$ cat config.mk
export PLATFORM = sky130hd
export DESIGN_NAME = mem_arbiter_flat
export DESIGN_NICKNAME = d
export VERILOG_FILES = /design/src/rtl/mem_arbiter_pkg.sv /design/src/rtl/mem_arbiter_if.sv /design/src/rtl/mem_arbiter_starve_counter.sv /design/src/rtl/mem_arbiter.sv /design/src/flat_wrapper.sv
export SDC_FILE = /design/constraint.sdc
export NUM_CORES = 1
export LEC_CHECK = 0
export ABC_AREA = 1
export CAP_MARGIN = 20
export CORE_AREA = 2 2 193 195
export CTS_BUF_LIST = sky130_fd_sc_hd__clkbuf_8
export DETAILED_ROUTE_END_ITERATION = 10
export DIE_AREA = 0 0 195 197
export PLACE_DENSITY_LB_ADDON = 0.1
export RECOVER_POWER = 50
export SLEW_MARGIN = 0
export SYNTH_ARGS = -nofsm -noshare
export SYNTH_HDL_FRONTEND = slang
export SYNTH_HIERARCHICAL = 1
export SYNTH_SLANG_ARGS = --single-unit
$ cat constraint.sdc
create_clock -name i_clk -period 3.2 [get_ports i_clk]
set_clock_uncertainty 0.2 [all_clocks]
set_input_delay 0.64 -clock i_clk [delete_from_list [all_inputs] [get_ports i_clk]]
set_output_delay 0.64 -clock i_clk [all_outputs]
set_load 0.005 [all_outputs]
$ cat src/rtl/mem_arbiter_pkg.sv
// Shared definitions for the unified-memory arbiter: FSM encodings, alignment masks
// and doubleword address truncation, kept here so the future cache controller can reuse them.
package mem_arbiter_pkg;

  typedef enum logic [2:0] {
    IDLE    = 3'd0,
    IF_WAIT = 3'd1,
    LS_WAIT = 3'd2,
    ERR_IF  = 3'd3,
    ERR_LS  = 3'd4
  } arb_state_e;

  localparam logic [1:0]  IF_ALIGN_MASK = 2'b11;
  localparam logic [2:0]  LS_ALIGN_MASK = 3'b111;
  localparam logic [63:0] DW_ADDR_MASK  = 64'hFFFF_FFFF_FFFF_FFF8;

  function automatic logic [63:0] dw_addr(input logic [63:0] addr);
    return addr & DW_ADDR_MASK;
  endfunction

endpackage

$ cat src/rtl/mem_arbiter_if.sv
// Core-side fetch and load/store handshakes plus the memory-macro port of the arbiter.
// The slave modport is the arbiter's view; master is the core/memory side.
interface mem_arbiter_if;
  logic        i_if_req;
  logic [63:0] i_if_addr;
  logic        o_if_ready;
  logic [31:0] o_if_rdata;
  logic        o_if_err;

  logic        i_ls_ren;
  logic        i_ls_wen;
  logic [63:0] i_ls_addr;
  logic [63:0] i_ls_wdata;
  logic        o_ls_ready;
  logic [63:0] o_ls_rdata;
  logic        o_ls_err;

  logic        o_mem_en;
  logic        o_mem_we;
  logic [63:0] o_mem_addr;
  logic [63:0] o_mem_wdata;
  logic [63:0] i_mem_rdata;

  modport slave (
    input  i_if_req, i_if_addr, i_ls_ren, i_ls_wen, i_ls_addr, i_ls_wdata, i_mem_rdata,
    output o_if_ready, o_if_rdata, o_if_err, o_ls_ready, o_ls_rdata, o_ls_err,
           o_mem_en, o_mem_we, o_mem_addr, o_mem_wdata
  );

  modport master (
    output i_if_req, i_if_addr, i_ls_ren, i_ls_wen, i_ls_addr, i_ls_wdata, i_mem_rdata,
    input  o_if_ready, o_if_rdata, o_if_err, o_ls_ready, o_ls_rdata, o_ls_err,
           o_mem_en, o_mem_we, o_mem_addr, o_mem_wdata
  );
endinterface

$ cat src/rtl/mem_arbiter_starve_counter.sv
// Saturating 4-bit count of data grants that overtook a pending fetch; at_limit
// tells the arbiter to hand fetch its forced win.
module arb_starve_counter (
  input  logic       i_clk,
  input  logic       i_rst_n,
  input  logic       i_inc,
  input  logic       i_clr,
  input  logic [3:0] i_limit,
  output logic       o_at_limit
);

  logic [3:0] cnt_q, cnt_d;

  // NOTE: every combinational output gets its default first, so no path can infer a latch.
  always_comb begin
    cnt_d = cnt_q;
    if (i_clr) begin
      cnt_d = '0;
    end else if (i_inc && (cnt_q < i_limit)) begin
      cnt_d = cnt_q + 4'd1;
    end
  end

  // NOTE: state flops use non-blocking assignments so all registers update together.
  always_ff @(posedge i_clk or negedge i_rst_n) begin
    if (!i_rst_n) begin
      cnt_q <= '0;
    end else begin
      cnt_q <= cnt_d;
    end
  end

  assign o_at_limit = (cnt_q >= i_limit);

endmodule

$ cat src/rtl/mem_arbiter.sv
// Two-cycle arbiter sharing one synchronous-read 64-bit memory between instruction
// fetch and load/store; data wins by default, a starvation counter bounds fetch lockout.
module mem_arbiter
  import mem_arbiter_pkg::*;
#(
  parameter int STARVE_LIMIT = 4
) (
  input  logic          i_clk,
  input  logic          i_rst_n,
  mem_arbiter_if.slave  bus
);

  localparam logic [3:0] LIMIT = 4'(STARVE_LIMIT);

  arb_state_e state_q, state_d;
  logic       lane_q, lane_d;
  logic       store_q, store_d;

  logic if_pend, ls_pend, if_misal, ls_misal;
  logic grant_if, grant_ls, at_limit;

  logic        mem_en, mem_we;
  logic [63:0] mem_addr, mem_wdata;
  logic        if_ready, if_err, ls_ready, ls_err;
  logic [31:0] if_rdata;
  logic [63:0] ls_rdata;

  assign if_pend  = bus.i_if_req;
  assign ls_pend  = bus.i_ls_ren | bus.i_ls_wen;
  assign if_misal = |(bus.i_if_addr[1:0] & IF_ALIGN_MASK);
  assign ls_misal = |(bus.i_ls_addr[2:0] & LS_ALIGN_MASK);

  always_comb begin
    grant_if = 1'b0;
    grant_ls = 1'b0;
    if (state_q == IDLE) begin
      if (ls_pend && !at_limit) grant_ls = 1'b1;
      else if (if_pend)         grant_if = 1'b1;
      else if (ls_pend)         grant_ls = 1'b1;
    end
  end

  arb_starve_counter u_starve (
    .i_clk      (i_clk),
    .i_rst_n    (i_rst_n),
    .i_inc      (grant_ls & if_pend),
    .i_clr      (grant_if),
    .i_limit    (LIMIT),
    .o_at_limit (at_limit)
  );

  always_comb begin
    state_d   = state_q;
    lane_d    = lane_q;
    store_d   = store_q;
    mem_en    = 1'b0;
    mem_we    = 1'b0;
    mem_addr  = '0;
    mem_wdata = '0;
    if_ready  = 1'b0;
    if_err    = 1'b0;
    if_rdata  = '0;
    ls_ready  = 1'b0;
    ls_err    = 1'b0;
    ls_rdata  = '0;
    unique case (state_q)
      IDLE: begin
        if (grant_if) begin
          lane_d = bus.i_if_addr[2];
          if (if_misal) begin
            state_d = ERR_IF;
          end else begin
            mem_en   = 1'b1;
            mem_addr = dw_addr(bus.i_if_addr);
            state_d  = IF_WAIT;
          end
        end else if (grant_ls) begin
          // Both enables high behaves as a store.
          store_d = bus.i_ls_wen;
          if (ls_misal) begin
            state_d = ERR_LS;
          end else begin
            mem_en    = 1'b1;
            mem_we    = bus.i_ls_wen;
            mem_addr  = dw_addr(bus.i_ls_addr);
            mem_wdata = bus.i_ls_wdata;
            state_d   = LS_WAIT;
          end
        end
      end
      IF_WAIT: begin
        if_ready = 1'b1;
        if_rdata = lane_q ? bus.i_mem_rdata[63:32] : bus.i_mem_rdata[31:0];
        state_d  = IDLE;
      end
      LS_WAIT: begin
        ls_ready = 1'b1;
        ls_rdata = store_q ? 64'h0 : bus.i_mem_rdata;
        state_d  = IDLE;
      end
      ERR_IF: begin
        if_ready = 1'b1;
        if_err   = 1'b1;
        state_d  = IDLE;
      end
      ERR_LS: begin
        ls_ready = 1'b1;
        ls_err   = 1'b1;
        state_d  = IDLE;
      end
      default: state_d = IDLE;
    endcase
  end

  always_ff @(posedge i_clk or negedge i_rst_n) begin
    if (!i_rst_n) begin
      state_q <= IDLE;
      lane_q  <= 1'b0;
      store_q <= 1'b0;
    end else begin
      state_q <= state_d;
      lane_q  <= lane_d;
      store_q <= store_d;
    end
  end

  // IDLE outputs are Mealy on the requests, so reset must gate them to stay silent.
  assign bus.o_mem_en    = i_rst_n & mem_en;
  assign bus.o_mem_we    = i_rst_n & mem_we;
  assign bus.o_mem_addr  = i_rst_n ? mem_addr  : 64'h0;
  assign bus.o_mem_wdata = i_rst_n ? mem_wdata : 64'h0;
  assign bus.o_if_ready  = i_rst_n & if_ready;
  assign bus.o_if_err    = i_rst_n & if_err;
  assign bus.o_if_rdata  = i_rst_n ? if_rdata  : 32'h0;
  assign bus.o_ls_ready  = i_rst_n & ls_ready;
  assign bus.o_ls_err    = i_rst_n & ls_err;
  assign bus.o_ls_rdata  = i_rst_n ? ls_rdata  : 64'h0;

endmodule

$ cat src/flat_wrapper.sv
// flat-port wrapper written by rule: the top's interface ports become plain ports
module mem_arbiter_flat import mem_arbiter_pkg::*;
#(
  parameter int STARVE_LIMIT = 4
)
  (i_clk, i_rst_n, bus_i_if_req, bus_i_if_addr, bus_i_ls_ren, bus_i_ls_wen, bus_i_ls_addr, bus_i_ls_wdata, bus_i_mem_rdata, bus_o_if_ready, bus_o_if_rdata, bus_o_if_err, bus_o_ls_ready, bus_o_ls_rdata, bus_o_ls_err, bus_o_mem_en, bus_o_mem_we, bus_o_mem_addr, bus_o_mem_wdata);
  mem_arbiter_if bus_i ();
  input  logic i_clk;
  input  logic i_rst_n;
  input wire logic [$bits(bus_i.i_if_req)-1:0] bus_i_if_req;
  input wire logic [$bits(bus_i.i_if_addr)-1:0] bus_i_if_addr;
  input wire logic [$bits(bus_i.i_ls_ren)-1:0] bus_i_ls_ren;
  input wire logic [$bits(bus_i.i_ls_wen)-1:0] bus_i_ls_wen;
  input wire logic [$bits(bus_i.i_ls_addr)-1:0] bus_i_ls_addr;
  input wire logic [$bits(bus_i.i_ls_wdata)-1:0] bus_i_ls_wdata;
  input wire logic [$bits(bus_i.i_mem_rdata)-1:0] bus_i_mem_rdata;
  output wire logic [$bits(bus_i.o_if_ready)-1:0] bus_o_if_ready;
  output wire logic [$bits(bus_i.o_if_rdata)-1:0] bus_o_if_rdata;
  output wire logic [$bits(bus_i.o_if_err)-1:0] bus_o_if_err;
  output wire logic [$bits(bus_i.o_ls_ready)-1:0] bus_o_ls_ready;
  output wire logic [$bits(bus_i.o_ls_rdata)-1:0] bus_o_ls_rdata;
  output wire logic [$bits(bus_i.o_ls_err)-1:0] bus_o_ls_err;
  output wire logic [$bits(bus_i.o_mem_en)-1:0] bus_o_mem_en;
  output wire logic [$bits(bus_i.o_mem_we)-1:0] bus_o_mem_we;
  output wire logic [$bits(bus_i.o_mem_addr)-1:0] bus_o_mem_addr;
  output wire logic [$bits(bus_i.o_mem_wdata)-1:0] bus_o_mem_wdata;
  assign bus_i.i_if_req = bus_i_if_req;
  assign bus_i.i_if_addr = bus_i_if_addr;
  assign bus_i.i_ls_ren = bus_i_ls_ren;
  assign bus_i.i_ls_wen = bus_i_ls_wen;
  assign bus_i.i_ls_addr = bus_i_ls_addr;
  assign bus_i.i_ls_wdata = bus_i_ls_wdata;
  assign bus_i.i_mem_rdata = bus_i_mem_rdata;
  assign bus_o_if_ready = bus_i.o_if_ready;
  assign bus_o_if_rdata = bus_i.o_if_rdata;
  assign bus_o_if_err = bus_i.o_if_err;
  assign bus_o_ls_ready = bus_i.o_ls_ready;
  assign bus_o_ls_rdata = bus_i.o_ls_rdata;
  assign bus_o_ls_err = bus_i.o_ls_err;
  assign bus_o_mem_en = bus_i.o_mem_en;
  assign bus_o_mem_we = bus_i.o_mem_we;
  assign bus_o_mem_addr = bus_i.o_mem_addr;
  assign bus_o_mem_wdata = bus_i.o_mem_wdata;
  mem_arbiter #(.STARVE_LIMIT(STARVE_LIMIT)) u_core (.i_clk(i_clk), .i_rst_n(i_rst_n), .bus(bus_i));
endmodule
==> results <==
- The initial cell density of the core is about a tenth.
- The data required time of the critical path is 2.36 ns.
- Clock-pin slew was measured on the worst setup and hold paths at ~0.050 ns.
- The worst path setup slack after routing is -0.02874 ns.
- The number of filler cells placed in the layout is 4031.
- The multi-input combinational cells in the finished layout cover a total of 3568 um^2.
- The maximum number of pins on one net before global-route repair is 66.
- The site row count is 70.
- In this run the power density over the cells is between 300 and 400 nW/um^2.
- The clock reaches the later pin of the worst-skew pair after roughly 0.23 ns.
- The cell at the root of the clock tree is clkbuf_8.
- The detail-routed via count per cell is 4.073.
- In the finished design, the share of the clock period the worst path needs comes to 100.9%.
- Summing all flip-flop and latch instances after layout gives around 230 um^2.
- In this run, CTS created clock tree buffers numbering 3.
- The quantity of I/O buffers inserted on ports is roughly 490.
- The cts-stage hold buffer count is 0.
- Setup repair after global routing could not meet its margin everywhere.
- Across the run, the number of max-cap violations was 0.
- The first-pass iteration count of the detailed router is 4.
- The mean post-synth cell area is between 6 and 7 um^2.
- Wires add up to between 30 and 40 mm.
- In the final timing run, aggregate negative setup slack is -0.1091 ns.
- The count of clock tree sinks is 9.
- During synthesis, Yosys emitted a total of 6 warnings.
- The post-layout minimum cycle time is between 3 and 4 ns.
- Summed over all layers, the global routing overflow is 0.
- Data arrives at the worst endpoint at between 2 and 2.5 ns.
- The worst setup path is of the reg -> out kind.
- The largest driver fanout on the critical path is 7.
- The routed layout has between 6000 and 7000 vias.
- The number of top-level design ports is approximately 500.
- The total area inside the core boundary comes to ~36000 um^2.
- Dividing the detail-routed wire length by the instance count gives 19.13 um.
- After detailed routing, the number of remaining DRC violations is 0.
- The first-pass GRT wire length is around 43 mm.
- The width of the die is around 200 um.
- The total global routing track utilization is ~14%.
- The nature of the critical path startpoint is a flip-flop.
- The post-synthesis instance area is between 3000 and 4000 um^2.
- After synthesis the netlist holds a flip-flop and latch count of 9.
- The leading cell type in the layout, fill and taps excluded is clkdlybuf4s50_1.
- 0 antenna diodes ended up in the layout.
- The completed layout was analyzed and its total power is between 4 and 5 mW.
- The share of the Yosys chip area taken by registers is ~6.4%.
- The checks that failed: negative setup slack.
- The number of buffers on the longest clock path is 2.
- The number of H-tree levels is 1.
- The number of antenna violations at the first check in global routing came to 1.
- Setup violations remaining at the end of the flow were counted as 7.
- The type of the tightest min-delay check is reg -> reg.
- From synthesis to final layout, the design area changed by 198.8%.
- The die is 197 um tall.
- The number of pins with negative max-slew slack in the final report was 0.
- The final net count is around 1400.
- The category of the worst setup path capture point is a primary output.
- The final number of hold-violating endpoints is 0.
- The floorplan step defined a die boundary enclosing ~38000 um^2.
- In this run, the number of DRC markers left after iteration 0 of detailed routing was 200.
- In this run the static leakage power is about 4.5 nW.
- The post-detailed-placement half-perimeter wirelength is approximately 23 mm.
- The top cell types in the final layout, fill and taps aside, are clkdlybuf4s50_1, buf_2, nand3_1.
- The flow ran to the end, but the final reports show violations.
- The ratio of cells with drive above 1 in the final layout is roughly two fifths.
- The global placer's final weighted congestion is 0.7455.
- In the synthesized netlist, the number of instances is approximately 570.
- Across the VDD grid, the largest voltage drop is between 200 and 300 uV.
- Synthesis instantiated 27 different standard cells from the library.
- The via count of the first global-routing pass came to ~6800.
- The final worst hold slack is 0.3769 ns.
- The worst slew margin relative to its limit is between 40% and 50%.
- The CTS tree is built.
- At the pin with the least slew margin, the transition time is a little under 0.8 ns.
- The maximum clock rate is 309.7 MHz.
- The detail route stage leaves a number of antenna-violating nets equal to 0.
==> final cells by class <==
| cell class | instances | share of cell area, % |
|---|---|---|
| clock buffers | 3 | 0.3948 |
| clock inverters | 1 | 0.03589 |
| inverters | 20 | 0.7179 |
| multi-input cells | 480 | 34.12 |
| flip-flops and latches | 9 | 2.154 |
| well taps | 468 | 5.599 |
| repair buffers | 629 | 56.98 |
==> synthesized netlist by cell type <==
cell / count / share of area, %
nand3_1: 133 / 19
a21oi_1: 94 / 13
nor3b_1: 90 / 19
nand2_1: 84 / 9.0
clkbuf_1: 46 / 4.9
nor3b_2: 39 / 14
inv_1: 16 / 1.7
buf_2: 10 / 1.4
buf_4: 9 / 1.9
dfrtp_1: 9 / 6.4
nor2_1: 8 / 0.86
ha_1: 5 / 1.8
buf_6: 4 / 1.3
inv_2: 4 / 0.43
o21ai_0: 4 / 0.57
buf_1: 3 / 0.32
nor3_1: 3 / 0.43
conb_1: 2 / 0.21
nand3_2: 2 / 0.57
nor2_4: 2 / 0.64
a21boi_0: 1 / 0.21
a21oi_2: 1 / 0.25
nand2_2: 1 / 0.18
nor2_2: 1 / 0.18
nor3_4: 1 / 0.46
nor4_1: 1 / 0.18
xnor2_1: 1 / 0.25
==> cell families (layout without fill, tap and decap cells) <==
group           after synthesis  in the layout  share of synthesized area, %
fa+ha+maj                     5              5                         1.788
other cells                   2              7                        0.2146
buf+inv                      92            653                         12.05
flops                         9              9                         6.436
simple gates                365            367                         64.78
compound gates              100            100                         14.48
xor+xnor                      1              1                        0.2503
==> stage by stage <==
step | setup WS [ns] | util [%] | std cells | instance area [um^2]
finish | -0.02874 | 28.84 | 1610 | 10460
global route | -0.1558 | 28.84 | 1610 | 10460
CTS | -0.1887 | 27.44 | 1599 | 9948
detailed placement | -0.4716 | 26.21 | 1549 | 9503
global placement | -0.5046 | 26.21 | 1549 | 9503
floorplan | 0.4941 | - | 579 | 3518
==> report_power, final <==
group / switching [mW] / internal (mW)
logic: 1.85 / 1.96
clock network: 0.0456 / 0.0836
registers: 0.0399 / 0.161
total: 1.93 / 2.21
==> metal layers <==
layer	vias to the layer above	part of all wire, %	global-route usage (%)
met4	0	1.4	1.979
met1	3055	38	16.36
met2	323	54	28.29
met3	20	6.5	2.772
met5	-	0	0
li1	3159	-	-
==> registers in the layout (all words and copies together) (netlist names) <==
name                   flops
u_core/u_starve/cnt_q      4
u_core/lane_q              1
u_core/state_q             3
u_core/store_q             1
==> timing repair <==
item	CTS	global route
pin swaps	37	43
setup buffers	38	10
resized for setup	682	99
endpoints found under the setup margin	210	136
cloned	10	10
==> path summary, 6_finish.rpt <==
path                                                            from                              endpoint  slack, ns  depth (start not counted)
min in group asynchronous                                    i_rst_n  u_core/u_starve/cnt_q[0]$_DFFE_PN0P_       0.74                          3
worst max register to register  u_core/u_starve/cnt_q[2]$_DFFE_PN0P_         u_core/state_q[1]$_DFFE_PN0P_       0.38                         12
max in group asynchronous                                    i_rst_n         u_core/state_q[0]$_DFFE_PN0P_       1.79                          4
worst min register to register            u_core/store_q$_DFFE_PN0P_            u_core/store_q$_DFFE_PN0P_       0.38                          2
worst max-delay path            u_core/u_starve/cnt_q[2]$_DFFE_PN0P_                    bus_o_mem_wdata[1]      -0.03                         14
worst min-delay path                      u_core/store_q$_DFFE_PN0P_            u_core/store_q$_DFFE_PN0P_       0.38                          2
==> critical path: stages (launching register included) <==
cell and delay, ns:
dfrtp_1 0.37, ha_1 0.29, nand2_1 0.08, inv_2 0.05, nand3_2 0.05, nand3_2 0.10, nand2_2 0.09, nand3_4 0.09
nor2_4 0.11, buf_12 0.16, buf_4 0.14, nand2_8 0.08, buf_6 0.15, nor3b_2 0.15, clkdlybuf4s15_2 0.22
(Power assumes the default switching activity.)
==> patch 1, RTL diff (same flow settings) <==
Re-encode `arb_state_e` (5 states) as Gray code, 3 bits wide.
--- a/src/rtl/mem_arbiter_pkg.sv
+++ b/src/rtl/mem_arbiter_pkg.sv
@@ -5,7 +5,7 @@
   typedef enum logic [2:0] {
-    IDLE    = 3'd0,
-    IF_WAIT = 3'd1,
-    LS_WAIT = 3'd2,
-    ERR_IF  = 3'd3,
-    ERR_LS  = 3'd4
+    IDLE    = 3'b000,
+    IF_WAIT = 3'b001,
+    LS_WAIT = 3'b011,
+    ERR_IF  = 3'b010,
+    ERR_LS  = 3'b110
   } arb_state_e;
Behaviour: same outputs for any inputs over 4 cycles, from zero or initial values and one cycle with i_rst_n low; so few cycles prove little.
==> patch 1 against the unedited design <==
The flow still finishes with violations (setup timing); via count grew 0.59%; power is 27% lower; routed wire length decreased by 2.3%; area after synthesis increased by 2.9%; sequential power rose by 3%; setup slack worse by 0.015 ns; final area down 2.9%; die area unchanged; combinational power is 29% lower; first-iteration DRC count decreased by 14%; final cell count increased by 3.9%; sequential cell count is the same; critical endpoint is now bus_o_mem_wdata[31]; highest routed layer unchanged.
==> patch 1: results (changes against the unedited design) <==
FF-to-FF End u_core/u_starve/cnt_q[3]; met1 usage 0.153 (-0.0111); first-pass GRT wire length 42,400 um (-1.3%); number of global-route vias before repair 6,638 (-2.6%); reg2reg setup slack 1.00 ns (+0.62 ns); leakage power figure 4.78 nW (+6.4%); sequential fraction of the synthesis area 0.0626 (-0.00179); Top delay family on crit path buffers and inverters; sum of negative setup slack -0.179 ns (-0.0695 ns); Max VDD drop 0.000288 V (+13%); vias per cell 3.94 (-3.2%); WL met1 10,900 um (-6.8%); fin nets 1,468 (+4.2%); Synth Area per Inst 5.47 um2 (-10%); GR Util met3 0.0448 (+0.0171); CP startpoint bus_i_if_req; metal2 WL 16,100 um (-3.4%); failing checks setup timing; Global Route Usage Sum 0.144 (-0.000287); Post-DP Area 9510 um2 (about the same); Synth area leaders nand2_1 (22%), nor3b_1 (13%), nor2_2 (11%), nand4_1 (10%), o21ai_0 (8.8%); fraction of layout cells with a size suffix above 1 0.274 (-0.113); Setup WS pre-CTS -0.406 ns (+0.0657 ns); GP Congestion 0.802 (+7.6%); r2r worst-path depth 15 (+3); Detail Placement HPWL 23,100 um (+0.81%); Crit Reg-Reg Startpoint u_core/u_starve/cnt_q[3]; Crit path arrival time 2.40 ns; fillers 4,053 (+0.55%); CTS-repair resized insts 398 (-42%); status complete, but fails checks; Crit Path Max Fanout 5 (-2); Synth top cells by count nand2_1 (214), nor2_2 (64), nor3b_1 (64); ys async rst share 1.00 (unchanged); setup ws final -0.0436 ns (-0.0149 ns); worst hold margin 0.307 ns (-0.0697 ns); met2 GRT Util 0.278 (-0.00516); slowest CP cell clkdlybuf4s50_1; WL per Instance 18.0 um (-6.0%); CP peak stage delay 0.51 ns (+0.14 ns); # placed instances 1,623 (+4.8%); fin area 10,200 um2 (-2.9%); Final setup viols 8 (+1); worst-case clock buffer depth 2 (unchanged); CP endpoint bus_o_mem_wdata[31]; Starting DRT DRC Count 171 (-14%); Placeable Area 36,300 um2 (unchanged); yosys warns 6 (unchanged); initial antenna violation count 4 (+3); Post-CTS Setup Repair Bufs 21 (-45%); min-delay worst type in -> async; clk root buf clkbuf_8; utilization after layout 0.280 (-0.00825); met3 wire length 2540 um (+26%)
## patch 1: cell count changes after synthesis, sizes merged, moves of 60 or more
cell,before,now
a21oi,95,35
nand3,135,13
nor3b,129,64
o21ai,4,64
nand2,85,216
nor2,11,87
nand4,0,60
## patch 1: layout make-up
class | instances | area share
inverters | 26 | 0.00961
clock inverters | 1 | 0.000370
well taps | 468 | 0.0576
flip-flops and latches | 9 | 0.0222
clock buffers | 3 | 0.00406
multi-input cells | 556 | 0.312
diodes | 4 | 0.000985
repair buffers | 606 | 0.593
## patch 1: power by group
part / internal [mW] / switching (mW) / leakage, nW
clock: 0.0835 / 0.0438 / 0.0269
sequential: 0.163 / 0.0435 / 0.116
combinational: 1.34 / 1.37 / 4.63
## patch 1: logic make-up after synthesis
group	after synthesis	share of synthesized area
compound gates	100	0.140
xor+xnor	1	0.00243
fa+ha+maj	5	0.0174
buf+inv	98	0.142
flops	9	0.0626
other cells	2	0.00209
simple gates	443	0.633
==> patch 2, RTL diff (same settings) <==
Without the edit above. Put a register stage on the output `bus.o_ls_err`, without a reset. The value now appears one clock later.
--- a/src/rtl/mem_arbiter.sv
+++ b/src/rtl/mem_arbiter.sv
@@ -135,3 +135,5 @@
   assign bus.o_ls_ready  = i_rst_n & ls_ready;
-  assign bus.o_ls_err    = i_rst_n & ls_err;
+  always_ff @(posedge i_clk) begin
+    bus.o_ls_err <= i_rst_n & ls_err;
+  end
   assign bus.o_ls_rdata  = i_rst_n ? ls_rdata  : 64'h0;
Check against the original RTL: not equivalent (a bounded check fails within 4 cycles, from zero or initial values and one cycle with i_rst_n low).
==> patch 2 against the unedited design <==
The flow still finishes with violations (setup timing); sequential power rose by 6%; setup slack improved by 0.016 ns; sequential cell count rose by 1; power fell by 9.6%; routed wire length fell by 3.3%; non-clock buffer count fell by 4; combinational power fell by 12%; fmax rose by 0.49%; area after synthesis rose by 16%; hold slack got worse by 0.023 ns; final area rose by 3.4%; highest routed layer unchanged.
==> patch 2: results (changes against the unedited design) <==
WL per Instance 17.9 um (-6.5%); Crit path arrival time 2.37 ns (-0.02 ns); FF-to-FF End u_core/u_starve/cnt_q[3]; Global Route Usage Sum 0.142 (-0.00262); clock group share of total power 0.044 (+0.013); Crit Path Max Fanout 8 (+1); fraction of layout cells with a size suffix above 1 0.387 (about the same); met2 GRT Util 0.272 (-0.0111); GP Congestion 0.766 (+2.7%); number of global-route vias before repair 6,674 (-2.1%); setup ws final -0.0129 ns (+0.0159 ns); sum of negative setup slack -0.0245 ns (+0.0846 ns); Starting DRT DRC Count 133 (-34%); Detail Placement HPWL 23,500 um (+2.4%); fillers 4,015 (-0.40%); Synth area leaders nor3b_1 (17%), nand3_2 (13%), nor3b_2 (12%), a21oi_1 (11%), nand2_1 (10%); Distinct cells, synth 31 (+15%); fin nets 1,465 (+4.0%); CTS-repair resized insts 461 (-32%); met3 wire length 2580 um (+28%); switching part of the total power 0.474 (+0.00698); # placed instances 1,618 (+4.5%); first-pass GRT wire length 42,300 um (-1.4%); Post-DP Area 10,200 um2 (+7.1%); WL met1 11,400 um (-3.2%); Final setup viols 3 (-4); metal2 WL 15,500 um (-6.6%); r2r worst-path depth 17 (+5); worst slew pin tran 0.544 ns (-0.232 ns); status complete, but fails checks; initial antenna violation count 2 (+1); CP endpoint bus_o_mem_addr[58]; Post-CTS Setup Repair Bufs 10 (-74%); reg2reg setup slack 0.71 ns (+0.33 ns); combinational share of power 0.899 (-0.021); failing checks setup timing
-- patch 2: cell types whose count changed after synthesis, moves of 18 or more --
| cell | change |
|---|---|
| nand2_1 | +30 |
| nand3_2 | +50 |
| nand3_1 | -80 |
| inv_1 | +28 |
| nor2_1 | +28 |
| clkbuf_1 | -18 |
-- patch 2: kinds of logic (layout without fill, tap and decap cells) --
family / Yosys count / count (layout) / synth area share
AND/OR/NAND/NOR: 396 / 396 / 0.648
buffers and inverters: 121 / 679 / 0.145
AO/OA/AOI/OAI: 100 / 100 / 0.127
flip-flops: 10 / 10 / 0.0602
adder cells (fa/ha/maj): 5 / 5 / 0.0153
other: 2 / 7 / 0.00184
XOR/XNOR: 1 / 1 / 0.00215
-- patch 2: area by class of cell --
cell class	instances	area [um2]	share of cell area
well taps	468	586	0.0542
multi-input cells	509	3770	0.348
clock buffers	4	55.1	0.00509
flip-flops and latches	10	245	0.0227
repair buffers	625	5970	0.552
inverters	50	189	0.0175
-- patch 2: metrics by stage --
| step | total power [mW] | util |
|---|---|---|
| 2_1_floorplan | 1.50 | - |
| 3_3_place_gp | 3.00 | 0.281 |
| 3_5_place_dp | 2.98 | 0.281 |
| 4_1_cts | 3.48 | 0.284 |
| 5_1_grt | 4.03 | 0.298 |
| 6_report | 3.75 | 0.298 |
-- patch 2: worst min-delay path by stage --
stage                endpoint  cells past startpoint  slack (ns)      startpoint
2_1_floorplan   u_core/lane_q                      0        0.14         i_rst_n
3_3_place_gp   u_core/store_q                      2        0.34  u_core/store_q
3_5_place_dp   u_core/store_q                      2        0.34  u_core/store_q
4_1_cts        u_core/store_q                      2        0.35  u_core/store_q
5_1_grt        u_core/store_q                      2        0.37  u_core/store_q
6_report       u_core/store_q                      2        0.35  u_core/store_q
